<file path="src/rtl/instruction_fetch.sv">
// Instruction fetch: issues one memory read per accepted PC and
// queues returned instructions with their addresses for decode.
module instruction_fetch #(
    parameter int DEPTH = 4,
    parameter int AW    = 32,
    parameter int DW    = 32
) (
    input  logic          Clock,
    input  logic          Reset,
    input  logic [AW-1:0] pc_in,
    input  logic          pc_valid,
    output logic          pc_ready,
    input  logic          Flush,
    output logic          mem_rd,
    output logic [AW-1:0] mem_addr,
    input  logic [DW-1:0] mem_data,
    output logic [DW-1:0] instr_out,
    output logic [AW-1:0] instr_pc,
    output logic          instr_valid,
    input  logic          instr_ready
);

    localparam int PW = (DEPTH > 1) ? $clog2(DEPTH) : 1;
    localparam int CW = PW + 1;

    logic [PW-1:0] wr_ptr;
    logic [PW-1:0] rd_ptr;
    logic [CW-1:0] count;
    logic          inflight;
    logic [AW-1:0] pend_pc;

    logic [DW-1:0] data_q [DEPTH];
    logic [AW-1:0] pc_q   [DEPTH];

    logic [CW-1:0] reserved;
    logic          accept;
    logic          wr_en;
    logic          pop;

    // An outstanding read already owns a slot, so it counts as occupied.
    assign reserved = count + CW'(inflight);

    assign pc_ready = !Reset && !Flush && (reserved < CW'(DEPTH));
    assign accept   = pc_valid && pc_ready;

    assign mem_rd   = accept;
    assign mem_addr = pc_in;

    assign instr_valid = !Reset && (count != '0);
    assign instr_out   = data_q[rd_ptr];
    assign instr_pc    = pc_q[rd_ptr];

    assign wr_en = inflight && !Flush && !Reset;
    assign pop   = instr_valid && instr_ready && !Flush;

    // Pointer, occupancy and outstanding-read tracking.
    always_ff @(posedge Clock) begin
        if (Reset) begin
            wr_ptr   <= '0;
            rd_ptr   <= '0;
            count    <= '0;
            inflight <= 1'b0;
        end else if (Flush) begin
            wr_ptr   <= '0;
            rd_ptr   <= '0;
            count    <= '0;
            inflight <= 1'b0;
        end else begin
            inflight <= accept;
            if (wr_en) begin
                wr_ptr <= wr_ptr + 1'b1;
            end
            if (pop) begin
                rd_ptr <= rd_ptr + 1'b1;
            end
            count <= count + CW'(wr_en) - CW'(pop);
        end
    end

    // Remember the address of the read in flight to tag its return.
    always_ff @(posedge Clock) begin
        if (accept) begin
            pend_pc <= pc_in;
        end
    end

    // Buffer storage; contents are qualified by count and need no reset.
    always_ff @(posedge Clock) begin
        if (wr_en) begin
            data_q[wr_ptr] <= mem_data;
            pc_q[wr_ptr]   <= pend_pc;
        end
    end

endmodule

</file>
<file path="config.mk">
export PLATFORM = sky130hd
export DESIGN_NAME = instruction_fetch
export DESIGN_NICKNAME = d
export VERILOG_FILES = /design/src/rtl/instruction_fetch.sv
export SDC_FILE = /design/constraint.sdc
export NUM_CORES = 1
export LEC_CHECK = 0
export CAP_MARGIN = 25
export CORE_MARGIN = 2
export CORE_UTILIZATION = 45
export DETAILED_ROUTE_END_ITERATION = 12
export PLACE_DENSITY = 0.68
export SYNTH_ARGS = -nofsm -noshare
export SYNTH_HDL_FRONTEND = slang
export SYNTH_SLANG_ARGS = --single-unit
</file>
<file path="constraint.sdc">
create_clock -name Clock -period 5.75 [get_ports Clock]
set_clock_uncertainty 0.1 [all_clocks]
set_input_delay 1.15 -clock Clock [delete_from_list [all_inputs] [get_ports Clock]]
set_output_delay 1.15 -clock Clock [all_outputs]
set_load 0.02 [all_outputs]
</file>
==> results.py <==
metrics = {
    "synthesis": {
        "synth.top_cell.area_share_pct": 78.2,
        "synth_edf_count": 288,
        "synth-seq-area-share_pct": 80.0,
        "postSynthAreaPerCell_sq_um": 24.3,
        "syn_nets": 531,
        "synth_area_sq_um": 11100,
        "ys.flop_type": "edfxtp_1",
        "synth-async-reset-ratio_pct": 0,
        "synth.most_common_cell": "edfxtp_1",
        "synth_top_cells_by_count": "288 x edfxtp_1, 60 x mux4_2, 32 x buf_4, 10 x dfxtp_1",
        "synthTopCellsByArea": "edfxtp_1 78%, mux4_2 12%, buf_4 2.2%",
        "synthCells": 455,
        "yosys_register_bits": 298,
        "synth.distinct_cells": 31,
        "yosysWarningCount": 0,
        "synth_top_cell_by_area": "edfxtp_1",
    },
    "timing": {
        "worst_pin_slew_ns": 0.994,
        "setup_viol": 0,
        "hold_viol_final": 0,
        "finalCriticalPeriod_ns": 4.28,
        "slew_viol_final": 0,
        "finalSetupTns_ns": 0,
        "rsz0062_at_grt": "no",
        "slew_headroom_pct": 33.8,
        "worst_slack_ns": 1.47,
        "finalCritPeriodShare_pct": 74.4,
        "fmax_mhz": 234,
    },
    "routing": {
        "drtAntennaViolNets": 0,
        "drt_iter0_drc": 287,
        "drt_wl_total_um": 18700,
        "avgRoutedWirePerCell_um": 19.5,
        "via_count": 4859,
        "drt_drc_violations_left": 0,
        "firstDrtPassIters": 4,
        "via_per_inst": 5.07,
    },
    "clock_tree": {
        "ctsHoldBuffers": 0,
        "cts_resized": 0,
        "cts_buffers": 29,
        "worstSkewPairLatency_ns": 0.53,
        "clock-sinks": 298,
        "cts_setup_buffers": 0,
        "clockBufferDepth": 3,
        "htree_levels": 1,
        "root_buffer": "clkbuf_16",
        "cts_tree": "built",
        "clk_pin_slew_worst_paths_ns": 0.06,
    },
    "finish": {
        "antenna_cells": 0,
        "regArea_sq_um": 8860,
        "nets": 687,
        "drive_gt1_share_pct": 19.2,
        "areaGrowthSynthToFinish_pct": 24.5,
        "nFillCells": 1814,
        "final_util_pct": 56.8,
        "multi_input_area_sq_um": 1810,
    },
    "floorplanning": {
        "boundaryPins": 168,
        "initial_core_util_pct": 45.6,
        "die_w_um": 161,
        "die_y_um": 161,
        "core_area_sq_um": 24200,
        "num_rows": 57,
        "die_area_sq_um": 25900,
    },
    "power_and_ir_drop": {
        "power_density_nw_per_um2": 313,
        "ir_worst_vdd_mv": 0.200,
        "p_leak_nw": 4.32,
    },
    "critical_path": {
        "cp_cell_sequence": "buf_4, mux4_2, clkdlybuf4s50_1",
        "crit_family": "flip-flops",
        "critPathArrivalTime_ns": 3.03,
        "cp-end-kind": "output port",
        "crit_required_ns": 4.50,
        "path_max_fanout": 46,
        "critPathSlowestCell": "dfxtp_4",
        "crit_buf_inv": 2,
        "critPathLaunchType": "flop",
        "max_stage_delay_ns": 0.96,
        "regToRegStartpoint": "count[1]",
        "critPathKind": "flop to output port",
    },
    "global_routing": {
        "antenna_found_initial": 0,
        "grt_pass1_vias": 5217,
        "grt_overflow": 0,
        "grtUsageTotal_pct": 14.4,
        "grt_pass1_wl_um": 28700,
        "grt_max_degree": 65,
    },
    "place": {
        "port_buffers": 167,
        "dp_slack_ns": 1.50,
        "hpwl_um": 10400,
        "gp_congestion": 0.746,
    },
    "outcome": {
        "status": "complete, no violations",
    },
    "min_path": {
        "hold_class": "flop to flop",
        "worstHoldStart": "pend_pc[3]",
    },
    "flow_run": {
        "drv_cap": 0,
    },
}
## metal layers
metal  wire length (um)  GRT usage, %  vias to the layer above  part of all wire, %
li1                   -             -                     2184                    -
met1               7790          18.7                     2474                   42
met2               9420          24.9                      175                   50
met3               1190          3.33                       26                  6.3
met4                336          3.21                        0                  1.8
met5                  0             0                        -                    0
## final cells by class
cell class | instances | share of cell area, %
well taps | 324 | 2.94
repair buffers | 173 | 12.8
inverters | 6 | 0.164
clock buffers | 41 | 5.96
multi-input cells | 103 | 13.2
clock inverters | 13 | 0.681
flip-flops and latches | 298 | 64.3
## report_power, final
part	internal, mW	switching (mW)
Sequential	2.39	0.00846
Clock	1.04	0.738
Combinational	0.0775	0.0620
Total	3.50	0.809
## metrics by stage
stage	power (mW)	hold WS [ns]	cells	instance area (sq um)
6_report	4.31	0.393	958	13800
5_1_grt	4.46	0.417	958	13800
4_1_cts	4.36	0.395	955	13700
3_5_place_dp	2.58	0.384	901	12800
3_3_place_gp	2.57	0.367	901	12800
2_1_floorplan	2.49	0.359	455	11100
## flip-flops by register name (all words and copies together) (netlist names), named ones only
signal	flops
data_q	128
pc_q	128
pend_pc	32
count	3
rd_ptr	2
wr_ptr	2
inflight	1
## layout by cell type, fill, tap and decap left out, types with 2 or more instances in the layout
cell type,n
buf_4,3
nor2_1,6
dfxtp_1,8
nor3b_1,2
mux4_1,4
clkbuf_16,29
dfxtp_4,2
clkinv_1,3
edfxtp_1,288
ha_1,6
clkdlybuf4s50_1,167
mux4_2,60
inv_1,6
and3_4,4
clkinv_2,7
buf_12,2
nor3_1,3
clkbuf_1,7
clkbuf_8,5
and2_1,2
mux2_2,3
## path summary, 6_finish.rpt
check,end,slack (ns),cells after the start
setup / recovery,instr_out[6],1.47,3
hold / removal,pc_q[2][3],0.39,0
setup reg to reg,count[2],3.35,8
hold reg to reg,pc_q[2][3],0.39,0
## cell families (layout without fill, tap and decap cells)
| kind of cell | after synthesis | after routing | synth area share [%] |
|---|---|---|---|
| multiplexers | 68 | 68 | 13.6 |
| adder cells (fa/ha/maj) | 7 | 7 | 0.859 |
| AO/OA/AOI/OAI | 6 | 6 | 0.407 |
| AND/OR/NAND/NOR | 20 | 20 | 0.961 |
| flip-flops | 298 | 298 | 80.0 |
| buffers and inverters | 54 | 233 | 3.95 |
| XOR/XNOR | 2 | 2 | 0.294 |
## worst register-to-register path: cells and delay by family (launching register included)
kind	cells	cell delay, ns
fa+ha+maj	3	0.89
compound gates	1	0.50
flops	1	0.38
simple gates	2	0.21
xor+xnor	1	0.21
buf+inv	1	0.04
(Power assumes the default switching activity.)
